$ cat src/rtl/sp_query_arbiter.sv
// Round-robin arbiter that funnels requester coordinates into a fixed-latency
// shortest-path engine and routes each result back to its requester.

module sp_req_slot #(
    parameter int ROWS = 30,
    parameter int COLS = 40
) (
    input  logic       clk,
    input  logic       rst,
    input  logic       req,
    input  logic       sp_ready,
    input  logic       grant,
    input  logic       ack,
    input  logic [9:0] r,
    input  logic [9:0] c,
    output logic       elig,
    output logic       oor
);
    logic pending;

    // A grant and an ack never hit the same slot in one cycle, so order is moot.
    always_ff @(posedge clk) begin
        if (rst)        pending <= 1'b0;
        else if (grant) pending <= 1'b1;
        else if (ack)   pending <= 1'b0;
    end

    assign elig = req & ~pending & sp_ready;
    assign oor  = (r >= 10'(ROWS)) || (c >= 10'(COLS));
endmodule

module sp_query_arbiter #(
    parameter int N_REQ = 4,
    parameter int LAT   = 2,
    parameter int ROWS  = 30,
    parameter int COLS  = 40
) (
    input  logic               clk,
    input  logic               rst,
    input  logic [N_REQ-1:0]   req,
    input  logic [10*N_REQ-1:0] req_r,
    input  logic [10*N_REQ-1:0] req_c,
    input  logic               sp_ready,
    output logic [9:0]         query_r,
    output logic [9:0]         query_c,
    input  logic [2:0]         sp_dir,
    input  logic [9:0]         sp_dist,
    output logic [N_REQ-1:0]   ack,
    output logic [2:0]         rsp_dir,
    output logic [9:0]         rsp_dist
);
    localparam int IDXW = (N_REQ > 1) ? $clog2(N_REQ) : 1;

    logic [N_REQ-1:0][9:0] r_arr, c_arr;
    logic [N_REQ-1:0]      elig, oor, gnt_oh;
    logic [IDXW-1:0]       ptr, gnt_idx;
    logic [IDXW:0]         cand;
    logic                  gnt_vld;

    logic [LAT:0]           vld_pipe;
    logic [LAT:0]           oor_pipe;
    logic [LAT:0][IDXW-1:0] idx_pipe;

    assign r_arr = req_r;
    assign c_arr = req_c;

    for (genvar i = 0; i < N_REQ; i++) begin : g_slot
        sp_req_slot #(.ROWS(ROWS), .COLS(COLS)) u_slot (
            .clk      (clk),
            .rst      (rst),
            .req      (req[i]),
            .sp_ready (sp_ready),
            .grant    (gnt_oh[i]),
            .ack      (ack[i]),
            .r        (r_arr[i]),
            .c        (c_arr[i]),
            .elig     (elig[i]),
            .oor      (oor[i])
        );
    end

    // First eligible requester at or after ptr, wrapping around.
    always_comb begin
        gnt_vld = 1'b0;
        gnt_idx = '0;
        cand    = '0;
        for (int k = 0; k < N_REQ; k++) begin
            cand = {1'b0, ptr} + (IDXW+1)'(k);
            if (cand >= (IDXW+1)'(N_REQ)) cand = cand - (IDXW+1)'(N_REQ);
            if (!gnt_vld && elig[cand[IDXW-1:0]]) begin
                gnt_vld = 1'b1;
                gnt_idx = cand[IDXW-1:0];
            end
        end
    end

    assign gnt_oh = gnt_vld ? (N_REQ'(1) << gnt_idx) : '0;

    always_ff @(posedge clk) begin
        if (rst) begin
            ptr     <= '0;
            query_r <= '0;
            query_c <= '0;
        end else if (gnt_vld) begin
            ptr <= (gnt_idx == IDXW'(N_REQ-1)) ? '0 : gnt_idx + 1'b1;
            // Out-of-range coordinates never reach the engine; the response is synthesized.
            if (!oor[gnt_idx]) begin
                query_r <= r_arr[gnt_idx];
                query_c <= c_arr[gnt_idx];
            end
        end
    end

    // Tag stage LAT lines up with the engine result for the same query.
    always_ff @(posedge clk) begin
        if (rst) begin
            vld_pipe <= '0;
            oor_pipe <= '0;
            idx_pipe <= '0;
        end else begin
            vld_pipe <= {vld_pipe[LAT-1:0], gnt_vld};
            oor_pipe <= {oor_pipe[LAT-1:0], oor[gnt_idx]};
            idx_pipe <= {idx_pipe[LAT-1:0], gnt_idx};
        end
    end

    always_ff @(posedge clk) begin
        if (rst) begin
            ack      <= '0;
            rsp_dir  <= '0;
            rsp_dist <= '0;
        end else if (vld_pipe[LAT]) begin
            ack      <= N_REQ'(1) << idx_pipe[LAT];
            rsp_dir  <= oor_pipe[LAT] ? 3'd0 : sp_dir;
            rsp_dist <= oor_pipe[LAT] ? 10'h3FF : sp_dist;
        end else begin
            ack <= '0;
        end
    end
endmodule
$ cat config.mk
export PLATFORM = sky130hd
export DESIGN_NAME = sp_query_arbiter
export DESIGN_NICKNAME = d
export VERILOG_FILES = /design/src/rtl/sp_query_arbiter.sv
export SDC_FILE = /design/constraint.sdc
export NUM_CORES = 1
export LEC_CHECK = 0
export CAP_MARGIN = 15
export CORE_UTILIZATION = 35
export DETAILED_ROUTE_END_ITERATION = 12
export GPL_TIMING_DRIVEN = 0
export HOLD_SLACK_MARGIN = 0.1
export PLACE_DENSITY = 0.74
export SLEW_MARGIN = 10
export SYNTH_ARGS = -nofsm -noshare
export SYNTH_HDL_FRONTEND = slang
export SYNTH_SLANG_ARGS = --single-unit
$ cat constraint.sdc
create_clock -name clk -period 2.5 [get_ports clk]
set_input_delay 0.25 -clock clk [delete_from_list [all_inputs] [get_ports clk]]
set_output_delay 0.25 -clock clk [all_outputs]
set_load 0.05 [all_outputs]
==> results_tabular.tex <==
\begin{tabular}{lr}
\hline
Metric & Value \\
\hline
\multicolumn{2}{l}{\textbf{STA}} \\
\quad Final setup fails & 0 \\
\quad Worst-case headroom to the max-slew limit & 62.4\% \\
\quad Total count of max-transition violations in the final report & 0 \\
\quad Final clock period utilization by the worst path & 93.8\% \\
\quad Worst clock skew & 0.00444 ns \\
\quad Setup WS post-layout & 0.155 ns \\
\quad Maximum achievable frequency & 0.426 GHz \\
\quad Setup repair after global routing missed its margin & no \\
\quad Worst slew pin tran & 0.563 ns \\
\quad Sum of negative setup slack & 0 ns \\
\quad Final Hold Viols & 0 \\
\quad Min cycle time layout & 2.35 ns \\
\multicolumn{2}{l}{\textbf{Logic synthesis}} \\
\quad Cell count after synthesis & 255 \\
\quad Sequential element share of the synthesized area & 44.8\% \\
\quad Ys flop type & dfxtp\_1 \\
\quad Register bit total from synthesis & 55 \\
\quad Yosys warnings & 0 \\
\quad Count of cell types in the netlist & 33 \\
\quad Netlist area before placement & 2460 um2 \\
\quad Number of enable flip-flop cells after synthesis & 0 \\
\quad Mean Syn Cell Area & 9.63 um2 \\
\quad Mapped Nets & 359 \\
\quad Synth async-reset ratio & 0\% \\
\multicolumn{2}{l}{\textbf{Placed design}} \\
\quad Instance area at placement & 3930 um2 \\
\quad GPL Wtd Cong & 0.791 \\
\quad Count of input and output buffers & 135 \\
\quad Worst slack at placement & -0.240 ns \\
\quad DP Wirelength & 5610 um \\
\multicolumn{2}{l}{\textbf{Setup path}} \\
\quad Data arrival at the endpoint of the critical path & 2.53 ns \\
\quad Terminus of the critical flop-to-flop path & ptr[1] \\
\quad Type of the worst setup path & in2reg \\
\quad Worst-path fanout max & 11 \\
\quad Worst Reg-to-Reg Cells & 7 \\
\quad Critical path data required time & 2.68 ns \\
\quad Sort of element at the start of the critical path & input port \\
\quad Worst R2R Start & ptr[1] \\
\quad Worst setup EP type & flop \\
\quad Reg2Reg Setup Slack & 0.17 ns \\
\multicolumn{2}{l}{\textbf{CTS}} \\
\quad Clock tree from TritonCTS & done \\
\quad Hold-fix buffers, CTS & 0 \\
\quad Total clock sinks & 55 \\
\quad Worst-case clock buffer depth & 2 \\
\quad Root buffer cell & clkbuf\_8 \\
\quad Skew-Pair Late Insertion Delay & 0.30 ns \\
\quad Post-CTS Setup Repair Bufs & 0 \\
\quad TritonCTS Buffers & 5 \\
\quad CTS clock-pin slew for the worst setup and hold paths & 0.10 ns \\
\quad H-tree levels & 2 \\
\multicolumn{2}{l}{\textbf{Hold path}} \\
\quad Type of the tightest min-delay check & in2reg \\
\quad Origin of the worst min-delay path & rst \\
\quad Hold Path Stages & 2 \\
\quad Worst hold path endpoint & idx\_pipe[2] \\
\multicolumn{2}{l}{\textbf{Cells and area}} \\
\quad Top library cells by usage in the layout, fill and taps aside & 135 x clkdlybuf4s50\_1, 55 x dfxtp\_1, 46 x mux2i\_1, 38 x nor2\_1, 20 x nor2b\_1 \\
\quad Net count, final & 501 \\
\quad Area growth, synth to finish & 65.2\% \\
\quad Summed area of non-filler cells in the final layout & 4060 um2 \\
\quad Antenna fix cells & 0 \\
\quad Commonest non-fill, non-tap cell in the layout & clkdlybuf4s50\_1 \\
\quad Layout cells sized above 1 & 6.28\% \\
\multicolumn{2}{l}{\textbf{Global route}} \\
\quad Via count of the first global-routing pass & 2303 \\
\quad Overflow after GRT & 0 \\
\quad Total routing usage reported by global routing & 18.5\% \\
\quad Initial antenna violation count & 0 \\
\quad Largest net degree at the start of global routing & 19 \\
\quad First-pass GRT wire length & 10700 um \\
\multicolumn{2}{l}{\textbf{Die}} \\
\quad Total number of placement rows & 30 \\
\quad Die Ht & 85.8 um \\
\quad Core Footprint & 6790 um2 \\
\quad Die Outline Area & 7360 um2 \\
\quad Starting density of the core & 36.2\% \\
\quad Number of top-level pins & 137 \\
\quad Die X & 85.8 um \\
\multicolumn{2}{l}{\textbf{Routing}} \\
\quad Vias & 2286 \\
\quad DRT antenna net count & 0 \\
\quad Routed WL & 6910 um \\
\quad Routed wire length per instance & 14.0 um \\
\quad Detail-routed via count per cell & 4.63 \\
\quad First-pass iteration count of the detailed router & 6 \\
\quad Remaining routing DRC violations & 0 \\
\quad Starting DRT DRC Count & 39 \\
\multicolumn{2}{l}{\textbf{Power and ir drop}} \\
\quad Worst supply voltage drop on vdd & 0.363 mV \\
\quad Static leakage & 1.49 nW \\
\quad Ratio of total power to cell area & 470 nW/um2 \\
\quad Overall power after layout & 1.91 mW \\
\multicolumn{2}{l}{\textbf{Run status}} \\
\quad Status & complete, no violations \\
\multicolumn{2}{l}{\textbf{Flow run}} \\
\quad Max-cap violations & 0 \\
\hline
\end{tabular}
[logic make-up (layout without fill, tap and decap cells)]
logic type      after synthesis  count (layout)  synth area share, %
simple gates                 96              96                 20.3
flops                        55              55                 44.8
fa+ha+maj                     4               4                 2.04
buf+inv                      22             165                 4.48
mux                          47              47                 19.2
compound gates               31              31                 9.22
[Yosys cell counts, types with 5 or more instances]
| library cell | number | share of area, % |
|---|---|---|
| and2_1 | 9 | 2.3 |
| mux2i_1 | 47 | 19 |
| nor2_1 | 38 | 5.8 |
| dfxtp_1 | 55 | 45 |
| clkbuf_1 | 7 | 1.1 |
| nand4_1 | 8 | 2.0 |
| o22ai_1 | 10 | 2.5 |
| nor2b_1 | 21 | 5.3 |
| inv_1 | 5 | 0.76 |
| nor4_1 | 8 | 2.0 |
| a21oi_1 | 8 | 1.6 |
[power by group]
part	switching (mW)	internal (mW)
clock	0.296	0.304
combinational	0.164	0.231
sequential	0.0132	0.899
[critical path: stages]
cell and delay (ns):
clkdlybuf4s50_1 0.45, nor2b_2 0.20, a21bo_1 0.26, a221oi_4 0.50
buf_2 0.39, ha_1 0.29, mux2i_1 0.14, nor2_1 0.05
[repair_timing]
action | 4_1_cts | 5_1_grt
setup endpoints to repair | 0 | 14
endpoints found under the hold margin | 0 | 0
gates resized for setup | 0 | 3
[sequential cells by signal (all words and copies together) (netlist names)]
signal,count
ptr,2
oor_pipe,3
query_r,10
vld_pipe,3
g_slot.u_slot.pending,4
query_c,10
ack,4
rsp_dist,10
idx_pipe,6
rsp_dir,3
[metrics by stage]
step	utilization, %	instances	hold WS (ns)
2_1_floorplan	-	255	0.389
3_3_place_gp	57.8	486	0.422
3_5_place_dp	57.8	486	0.429
4_1_cts	59.5	494	0.281
5_1_grt	59.7	494	0.313
6_report	59.7	494	0.286
[area by class of cell]
| type | count | area (um2) |
|---|---|---|
| well taps | 96 | 120 |
| fillers | 607 | 2740 |
| clock inverters | 3 | 47.5 |
| clock buffers | 5 | 68.8 |
| inverters | 6 | 22.5 |
| plain buffers | 16 | 87.6 |
| flip-flops and latches | 55 | 1100 |
| multi-input cells | 178 | 1260 |
| repair buffers | 135 | 1350 |
[worst max-delay path by stage]
stage                     slack [ns]          to  cells after the start                     start
final                           0.15      ptr[1]                      8                    req[3]
after global routing            0.02  query_r[9]                      9                    req[2]
after CTS                       0.08      ptr[1]                      8                    req[3]
after detailed placement       -0.24  query_r[4]                      9                    req[3]
after global placement         -0.17      ptr[1]                      8                    req[3]
after floorplan                 0.47      ptr[1]                      7  g_slot[3].u_slot.pending
[routing by layer]
metal  global-route usage, %  part of all wire [%]
met1                    23.0                    44
met2                    31.8                    49
met3                    5.10                   5.4
met4                    4.70                   1.5
met5                       0                     0
Power figures use the tool's default switching activity.
==> edit, RTL diff (same settings) <==
The parameter `N_REQ` goes from 4 to 2.
--- a/src/rtl/sp_query_arbiter.sv
+++ b/src/rtl/sp_query_arbiter.sv
@@ -30,7 +30,7 @@
 endmodule
 
 module sp_query_arbiter #(
-    parameter int N_REQ = 4,
+    parameter int N_REQ = 2,
     parameter int LAT   = 2,
     parameter int ROWS  = 30,
     parameter int COLS  = 40
Interface: changed (resized ack, req, req_c and req_r); port bits go from 137 to 93. No check against the original RTL was run, so the function may have changed too.
==> edit against the original RTL <==
  * Utilization is 1.4 points lower
  * Total power is 21% lower
  * Routed wire length is 34% lower
  * Sequential cell count is 8 lower
  * Design area is 26% lower
  * Synthesized area is 22% lower
  * Clock skew is 0.0015 ns higher
  * Sequential power is 16% lower
  * Global-route usage is 1.7 points lower
  * Count of clock-buffer cells in the layout is 1 higher
  * Worst hold slack better by 0.13 ns
  * Non-clock buffer count is 44 lower
  * Worst setup slack better by 0.53 ns
  * Sequential share of layout area is 4.0 points higher
  * Largest power group unchanged
  * Highest routed layer unchanged
==> edit: results (changes against the original RTL) <==
- Outcome: finished, final reports clean
- Clock skew: 0.00591 ns (+0.00147 ns)
- Met2 Use GR: 0.281 (-0.0366)
- Register area share after synthesis: 0.494 (+0.0455)
- GRT Util Overall: 0.168 (-0.0173)
- Signal buffers share of area: 0.330 (-0.0246)
- Post-Route WL: 4530 µm (-34%)
- Ranking of synthesized cells by area: dfxtp_1, mux2_4, nor2b_1, nand2_1, and3b_1
- Vias in the first global route: 1630 (-29%)
- Hpwl dp: 3450 µm (-38%)
- Pin count of the biggest net entering global routing: 14 (-5)
- Peak supply drop: 0.208 mV (-43%)
- CLK BUF: 6 (+1)
- Slew HR: 0.657 (+0.0337)
- Flops & latches, synth: 47 (-15%)
- Die ar.: 5740 µm² (-22%)
- Distinct cells, synth: 29 (-12%)
- 1st-pass router iterations: 4 (-2)
- Multi-input combinational area share: 0.294 (-0.0163)
- Clock transition at the registers of the reported paths: 0.08 ns (-0.02 ns)
- Inverters, non-clock: 1 (-5)
- DP Worst Slack: 0.387 ns (+0.627 ns)
- M1 GR Usage: 0.203 (-0.0279)
- #MultiIn Comb: 137 (-23%)
- Final instance area: 3020 µm² (-26%)
- Syn Nets: 258 (-28%)
- Leakage Power: 0.00120 µW (-19%)
- Worst hold path class: reg2reg
- Final nets: 357 (-29%)
- Dpl cell area: 2910 µm² (-26%)
- Global-route wire length before repair: 7160 µm (-33%)
- Share of post-route cells with drive strength above 1: 0.0936 (+0.0308)
- CP max FO: 10 (-1)
- Clock-cell share of area: 0.0340 (+0.00532)
- Routability Congestion: 0.718 (-9.3%)
- Reg area: 941 µm² (-15%)
- Port Buf Inserts: 92 (-32%)
- Initial DRC Count: 35 (-10%)
- Synth top cells by count: dfxtp_1, nand2_1, nor2b_1, nor2_1, a21oi_1
## edit: changes by cell type after synthesis, moves of 6 or more
cell,delta
nand4_1,-6
mux2_4,+11
mux2i_1,-47
and3b_1,+9
dfxtp_1,-8
nor2_1,-18
a21oi_1,+9
nand2_1,+20
nor4_1,-6
and2_1,-9
## edit: worst max-delay path: stages
cell	delay, ns
clkdlybuf4s50_1	0.46
and2b_1	0.20
o21ai_0	0.36
o21bai_2	0.22
buf_6	0.20
mux2_4	0.31
## edit: cells by family (layout without fill, tap and decap cells)
logic type / count (synthesis) / in the layout / synth area share
compound gates: 33 / 33 / 0.108
buf+inv: 16 / 115 / 0.0414
simple gates: 93 / 93 / 0.271
mux: 11 / 11 / 0.0867
flops: 47 / 47 / 0.494
## edit: routing by layer
| layer | part of all wire | vias up |
|---|---|---|
| li1 | - | 866 |
| met2 | 0.45 | 72 |
| met4 | 0.010 | 0 |
| met5 | 0 | - |
| met3 | 0.098 | 7 |
| met1 | 0.45 | 745 |
## edit: stage by stage
step | total power (µW) | cells
floorplan | 877 | 200
global placement | 998 | 362
detailed placement | 1000 | 362
CTS | 1530 | 369
global route | 1590 | 369
finish | 1510 | 369
## edit: power by group
group	switching [µW]	internal, µW	leakage [µW]	total [µW]
logic	90.2	121	0.000772	212
registers	6.78	763	0.000381	770
clock network	234	293	0.0000513	527
## edit: final timing paths
path	slack (ns)	endpoint	cells past startpoint	startpoint
setup reg to reg	0.75	query_c[0]	5	g_slot[0].u_slot.pending
hold / removal	0.41	ack[0]	1	idx_pipe[2]
hold reg to reg	0.41	ack[0]	1	idx_pipe[2]
setup / recovery	0.68	query_c[0]	6	req[0]
